## config.mk

```make
export PLATFORM = sky130hd
export DESIGN_NAME = branch_history_table_flat
export DESIGN_NICKNAME = d
export VERILOG_FILES = /design/src/rtl/branch_history_table_if.sv /design/src/rtl/branch_history_table.sv /design/src/flat_wrapper.sv
export SDC_FILE = /design/constraint.sdc
export NUM_CORES = 1
export LEC_CHECK = 0
export ABC_AREA = 1
export CORE_UTILIZATION = 30
export DETAILED_ROUTE_END_ITERATION = 8
export SLEW_MARGIN = 20
export SYNTH_ARGS = -nofsm -noshare
export SYNTH_HDL_FRONTEND = slang
export SYNTH_SLANG_ARGS = --single-unit
```

## constraint.sdc

```tcl
create_clock -name clk -period 2 [get_ports clk]
set_input_delay 0.2 -clock clk [delete_from_list [all_inputs] [get_ports clk]]
set_output_delay 0.2 -clock clk [all_outputs]
set_load 0.005 [all_outputs]
```

## src/rtl/branch_history_table_if.sv

```systemverilog
// Signal bundle between the IF/ID branch logic and the branch history table.
// The master drives branch lookups and resolutions; the slave returns predictions and statistics.
interface branch_history_table_if;
  logic        branch_IF;
  logic [31:0] PC_IF;
  logic        branch_ID;
  logic        jump_or_not;
  logic        stall;
  logic        predict_jump;
  logic        correct;
  logic [15:0] branch_cnt;
  logic [15:0] miss_cnt;

  modport master (
    output branch_IF, PC_IF, branch_ID, jump_or_not, stall,
    input  predict_jump, correct, branch_cnt, miss_cnt
  );

  modport slave (
    input  branch_IF, PC_IF, branch_ID, jump_or_not, stall,
    output predict_jump, correct, branch_cnt, miss_cnt
  );
endinterface

```

## src/rtl/branch_history_table.sv

```systemverilog
// 2-bit saturating-counter direction predictor: looks up in IF, carries the prediction
// and index into ID, trains the counter there, and keeps saturating branch/miss statistics.
module branch_history_table #(
  parameter int         ENTRIES    = 16,
  parameter int         IDX_W      = 4,
  parameter logic [1:0] INIT_STATE = 2'b01
) (
  input logic                    clk,
  input logic                    rst_n,
  branch_history_table_if.slave  bus
);

  function automatic logic [1:0] ctr_next(input logic [1:0] ctr, input logic taken);
    if (taken) return (ctr == 2'b11) ? ctr : ctr + 2'b01;
    else       return (ctr == 2'b00) ? ctr : ctr - 2'b01;
  endfunction

  function automatic logic [15:0] sat_inc(input logic [15:0] v);
    return (v == 16'hFFFF) ? v : v + 16'd1;
  endfunction

  logic [1:0]       r_table [ENTRIES];
  logic [IDX_W-1:0] r_idx_p1;
  logic             r_pred_p1;
  logic [15:0]      r_branch_cnt;
  logic [15:0]      r_miss_cnt;

  logic [IDX_W-1:0] w_idx_p0;
  logic             w_pred_p0;
  logic             w_cap;
  logic             w_upd;
  logic             w_correct;
  logic [31-IDX_W:0] w_unused_pc;

  // IF stage: combinational lookup, no bypass from a same-cycle update
  assign w_idx_p0    = bus.PC_IF[IDX_W+1:2];
  assign w_unused_pc = {bus.PC_IF[31:IDX_W+2], bus.PC_IF[1:0]};
  assign w_pred_p0   = bus.branch_IF & r_table[w_idx_p0][1];
  assign w_cap       = bus.branch_IF & ~bus.stall;
  assign w_upd       = bus.branch_ID & ~bus.stall;
  assign w_correct   = ~w_upd | (r_pred_p1 == bus.jump_or_not);

  assign bus.predict_jump = w_pred_p0;
  assign bus.correct      = w_correct;
  assign bus.branch_cnt   = r_branch_cnt;
  assign bus.miss_cnt     = r_miss_cnt;

  // IF -> ID boundary: remember what was predicted and where
  always_ff @(posedge clk or negedge rst_n) begin
    if (!rst_n) begin
      r_idx_p1  <= '0;
      r_pred_p1 <= 1'b0;
    end else if (w_cap) begin
      r_idx_p1  <= w_idx_p0;
      r_pred_p1 <= w_pred_p0;
    end
  end

  // ID stage: train the counter selected by the previously captured index
  always_ff @(posedge clk or negedge rst_n) begin
    if (!rst_n) begin
      for (int i = 0; i < ENTRIES; i++) r_table[i] <= INIT_STATE;
    end else if (w_upd) begin
      r_table[r_idx_p1] <= ctr_next(r_table[r_idx_p1], bus.jump_or_not);
    end
  end

  always_ff @(posedge clk or negedge rst_n) begin
    if (!rst_n) begin
      r_branch_cnt <= '0;
      r_miss_cnt   <= '0;
    end else if (w_upd) begin
      r_branch_cnt <= sat_inc(r_branch_cnt);
      if (!w_correct) r_miss_cnt <= sat_inc(r_miss_cnt);
    end
  end

endmodule

```

## src/flat_wrapper.sv

```systemverilog
// flat-port wrapper written by rule: the top's interface ports become plain ports
module branch_history_table_flat 
#(
  parameter int         ENTRIES    = 16,
  parameter int         IDX_W      = 4,
  parameter logic [1:0] INIT_STATE = 2'b01
)
  (clk, rst_n, bus_branch_IF, bus_PC_IF, bus_branch_ID, bus_jump_or_not, bus_stall, bus_predict_jump, bus_correct, bus_branch_cnt, bus_miss_cnt);
  branch_history_table_if bus_i ();
  input logic clk;
  input logic rst_n;
  input wire logic [$bits(bus_i.branch_IF)-1:0] bus_branch_IF;
  input wire logic [$bits(bus_i.PC_IF)-1:0] bus_PC_IF;
  input wire logic [$bits(bus_i.branch_ID)-1:0] bus_branch_ID;
  input wire logic [$bits(bus_i.jump_or_not)-1:0] bus_jump_or_not;
  input wire logic [$bits(bus_i.stall)-1:0] bus_stall;
  output wire logic [$bits(bus_i.predict_jump)-1:0] bus_predict_jump;
  output wire logic [$bits(bus_i.correct)-1:0] bus_correct;
  output wire logic [$bits(bus_i.branch_cnt)-1:0] bus_branch_cnt;
  output wire logic [$bits(bus_i.miss_cnt)-1:0] bus_miss_cnt;
  assign bus_i.branch_IF = bus_branch_IF;
  assign bus_i.PC_IF = bus_PC_IF;
  assign bus_i.branch_ID = bus_branch_ID;
  assign bus_i.jump_or_not = bus_jump_or_not;
  assign bus_i.stall = bus_stall;
  assign bus_predict_jump = bus_i.predict_jump;
  assign bus_correct = bus_i.correct;
  assign bus_branch_cnt = bus_i.branch_cnt;
  assign bus_miss_cnt = bus_i.miss_cnt;
  branch_history_table #(.ENTRIES(ENTRIES), .IDX_W(IDX_W), .INIT_STATE(INIT_STATE)) u_core (.clk(clk), .rst_n(rst_n), .bus(bus_i));
endmodule
```

Word level (Yosys, flattened, before mapping)

Cells that the tools add are included.

Bits in registers: 69
Input bits: 38
Output and inout bits: 34
Logic and storage cells: 59

$add $sub $neg: 4
Order comparisons: 3
Equality and inequality tests: 4
Mux-type cells: 13
Bitwise gates (word level): 11
Reductions and logical operators: 4

Operators with widths:

| cell                                                       | number |
|---|---|
| adder 16 x 1 -> 16 bit, second input constant              | 2 |
| bitwise mux 32 bit                                         | 1 |
| == test 16 bit, second input constant                      | 2 |
| 2-to-1 mux 2 bit                                           | 9 |
| binary-select mux 2 bit (select 4 bit)                     | 2 |
| greater-or-equal comparator 5 bit, second input constant   | 2 |
| inverter 4 -> 5 bit                                        | 2 |
| demux 2 bit (select 4 bit)                                 | 1 |
| less-than comparator 5 x 1 -> 1 bit, second input constant | 1 |
| inverter 1 bit                                             | 5 |
| bitwise AND 1 bit                                          | 3 |
| AND reduction 3 bit                                        | 1 |
| adder 2 x 1 -> 2 bit, second input constant                | 1 |
| == test 2 bit, second input constant                       | 1 |
| logical NOT 2 bit                                          | 1 |
| AND reduction 2 bit                                        | 1 |
| subtractor 2 x 1 -> 2 bit, second input constant           | 1 |
| == test 1 bit                                              | 1 |
| logical AND 1 bit                                          | 1 |
| bitwise OR 1 bit                                           | 1 |

Logic depth before layout (Yosys ltp)

Depth in word-level cells: 9
Mapped depth: 15
Depth with buffers taken out: 13

Worst setup path before layout

Ideal clock, no wire load.

Kind: reg2reg
Start: register u_core.r_branch_cnt[1] (netlist: u_core.bus.branch_cnt[1])
End: register u_core.r_branch_cnt[8] (netlist: u_core.bus.branch_cnt[8])
Library setup time: 0.125 ns
Arrival time: 1.557 ns
Data required time: 1.875 ns
Setup slack: 0.317 ns
Stages on the path, launching flop included: 10
Path buffers: 0
Period minus slack after synthesis: 1.683 ns
Cell sequence: dfrtp_1 > ha_1 > nand3_1 > nor3_1 > nand3_1 > nand2_1 > clkinv_1 > nand2_1 > nor2_1 > xor2_1

Word-level cells in the longest chain between the ends: 3
Elaborated cells between the ends (all ways): 4
Classes of those cells: add/sub: 1; eq/ne: 1; bitwise: 1; reduce/logical: 1

Ends and longest elaborated chain:

| item                                                                           | RTL line                   | source |
|---|---|---|
| start, declared                                                                | branch_history_table.sv:25 | `logic [15:0] r_branch_cnt;` |
| start signal, assigned                                                         | branch_history_table.sv:73 | `r_branch_cnt <= sat_inc(r_branch_cnt);` |
| parallel branches: the longest is 3 deep, another holds adder 16 x 1 -> 16 bit | n/a                        |  |

Parallel ways; which one is timed is not known.
A chain may end at the register's enable or synchronous reset.

Worst setup path after layout

Start: register u_core.r_pred_p1
End: output bus_correct

Word-level cells in the longest chain between the ends: 2

Ends and longest elaborated chain:

| item                   | RTL line                   | source |
|---|---|---|
| start, declared        | branch_history_table.sv:24 | `logic r_pred_p1;` |
| start signal, assigned | branch_history_table.sv:55 | `r_pred_p1 <= w_pred_p0;` |
| == test 1 bit          | branch_history_table.sv:41 | `assign w_correct = ~w_upd \| (r_pred_p1 == bus.jump_or_not);` |
| bitwise OR 1 bit       | branch_history_table.sv:41 |  |
| end, declared          | flat_wrapper.sv:18         | `output wire logic [$bits(bus_i.correct)-1:0] bus_correct;` |

Every way passes these cells.

==> results.yml <==
final_layout:
  antenna_cells: 0
  layout.cells.non_filler: 744
  multi_input_area_mm2: 0.00174
  drive_gt1_frac: 0.116
  syn_to_final_growth_pct: 27.8
  fin_area_mm2: 0.00479
  final_core_util: 0.396
  fin_nets: 611
  seqCellArea_mm2: 0.00175
  fillCellCount: 1259
setup_path:
  worstRegToRegCells: 10
  required_ns: 1.80
  critical_path_class: "register to primary output"
  crit_fanout: 3
  cp-start-kind: "register"
  cp.arrival_ns: 1.66
  end_kind: "primary output"
timing:
  fmax_ghz: 0.537
  drv_slew: 0
  tightest_slew_ns: 0.398
  post-route-period-util: 0.931
  rsz0062_at_grt: "no"
  setup_viol: 0
  hold_viol: 0
  relSlewSlack: 0.733
  clock_skew_ns: 0.00723
  fin_crit_ns: 1.86
  setup_ws_ns: 0.137
  finalSetupTns_ns: 0
run:
  cap_violations: 0
cts:
  cts_num_sinks: 69
  insertion_delay_ns: 0.33
  cts_tree: "built"
  cts.root.buffer_cell: "clkbuf_16"
  cts.path.max_buffers: 2
  htreeDepth: 3
  clk_pin_slew_ns: 0.06
  cts_buffers: 9
die:
  die_y_um: 114
  io_pins: 72
  core_area_mm2: 0.0121
  fp.dieW_um: 114
  die-area_mm2: 0.0130
  initial_core_util: 0.310
  rows: 40
yosys:
  netlist_area_mm2: 0.00375
  synth.distinct_cells: 31
  netlist_top_cells_area: "dfrtp_1 35%, nand2_1 19%, dfstp_2 11%"
  synth_top_cell_by_area: "dfrtp_1"
  synth_nets: 544
  netlist.area_leader.share: 0.354
  avgSynthCellArea_um2: 7.44
  synth-seq-cells: 69
  ys_seq_area_frac: 0.466
  netlist_instances: 504
  yosys_warnings: 0
placement:
  placedCellCount: 726
  dp_hpwl_mm: 6.91
  port_buffers: 43
  place_congestion: 0.905
  dp_slack_ns: -0.218
  dpl_cell_area_mm2: 0.00447
routing:
  ant_nets: 0
  drtPass1Iterations: 4
  drt_iter0_markers: 182
  wire_per_inst_um: 12.3
  totalWireLength_mm: 9.13
  drc: 0
  vias_per_cell: 4.54
  dr_total_vias: 3380
grt:
  overflow: 0
  grt_first_pass_wirelength_mm: 15.7
  grt_use_total: 0.154
  grt_max_degree: 22
  antenna_found_initial: 0
  grt_pass1_vias: 3329
power_and_ir_drop:
  powerDensity_mw_per_mm2: 1060
  p_leak_uw: 0.00229
  max-vdd-ir-drop_mv: 0.428
min_path:
  hold_path_class: "input pin to async pin"
status:
  status: "finished clean"
[path summary, 6_finish.rpt]
kind | from | slack, ns | end
max | u_core.r_pred_p1 | 0.14 | bus_correct
min in group clk | u_core.r_table[6] | 0.47 | u_core.r_table[6]
max reg2reg | u_core.r_idx_p1[1] | 0.19 | u_core.r_table[1]
max in group asynchronous | rst_n | 1.08 | u_core.r_table[22]
min | rst_n | 0.29 | u_core.r_table[15]
min reg2reg | u_core.r_table[6] | 0.47 | u_core.r_table[6]
[cell type report]
| cell class | instances | share of cell area |
|---|---|---|
| sequential | 69 | 0.364 |
| multi-input combinational | 369 | 0.364 |
| timing repair buffer | 64 | 0.121 |
| clock buffer | 10 | 0.0478 |
| inverter | 58 | 0.0454 |
| tap | 168 | 0.0439 |
| clock inverter | 6 | 0.0133 |
[power breakdown]
| group | total (uW) | internal [uW] | switching, uW |
|---|---|---|---|
| clock | 1570 | 962 | 607 |
| combinational | 1340 | 620 | 718 |
| sequential | 2160 | 1820 | 332 |
| total | 5060 | 3410 | 1660 |
[per-stage QoR]
stage	power, uW	hold WS (ns)
6_report	5060	0.285
5_1_grt	5400	0.321
4_1_cts	5080	0.289
3_5_place_dp	3500	0.108
3_3_place_gp	3470	0.108
2_1_floorplan	2880	-0.0956
[layout by cell type (no fill, tap or decap), drive strengths merged, types with 7 or more instances in the layout]
cell,n
clkdlybuf4s50,39
buf,21
inv,57
xor2,22
dfrtp,53
clkbuf,10
nand3,30
o21ai,19
xnor2,7
nand2,199
dfstp,16
nor2,54
nor3,16
[Yosys cell counts]
| library cell | count |
|---|---|
| or2_2 | 1 |
| buf_4 | 1 |
| and3_1 | 1 |
| dfstp_2 | 16 |
| nor3b_1 | 1 |
| xor2_1 | 22 |
| nor2_1 | 52 |
| o21ai_0 | 16 |
| nand2_2 | 4 |
| nand3b_1 | 1 |
| clkbuf_1 | 1 |
| inv_1 | 54 |
| a21oi_1 | 5 |
| o21ai_1 | 2 |
| nand2_1 | 193 |
| buf_2 | 3 |
| o211ai_1 | 4 |
| nor3_1 | 16 |
| nand4_1 | 5 |
| nand2_4 | 2 |
| nand3_1 | 30 |
| ha_1 | 2 |
| a31oi_1 | 2 |
| buf_6 | 3 |
| clkinv_1 | 1 |
| nor2_2 | 1 |
| nor2_4 | 1 |
| o21ai_4 | 1 |
| inv_2 | 3 |
| xnor2_1 | 7 |
| dfrtp_1 | 53 |
[routing by layer]
metal	part of all wire	track usage	up-vias
met2	0.47	0.250	61
li1	-	-	1706
met4	0.030	0.0736	0
met1	0.46	0.199	1592
met5	0	0	-
met3	0.034	0.0266	21
[critical path: stages, from the launching register on]
cell             delay [ns]
dfrtp_1                0.43
or2_2                  0.29
nand3_1                0.10
clkdlybuf4s50_1        0.51
[flip-flops by register name, indices dropped and copies added (netlist names)]
signal / cells
u_core.bus.branch_cnt: 16
u_core.bus.miss_cnt: 16
u_core.r_idx_p1: 4
u_core.r_pred_p1: 1
u_core.r_table: 32
[timing repair]
item                                    in CTS  in global routing
endpoints found under the setup margin       1                 16
endpoints found under the hold margin        3                  0
hold buffers                                 1                  0
buffers inserted                             1                  0
cloned                                       0                  0
gates resized for setup                      4                  3
[logic make-up (layout without fill, tap and decap cells)]
family	count (synthesis)	after routing	share of synthesized area
xor gates and xnor gates	29	29	0.0677
AOI/OAI and AO/OA	30	30	0.0464
buffers and inverters	66	138	0.0740
adders and majority gates	2	2	0.00667
DFF	69	69	0.466
and+or+nand+nor	308	308	0.340
Note: power is estimated with default switching activity, not from simulation.
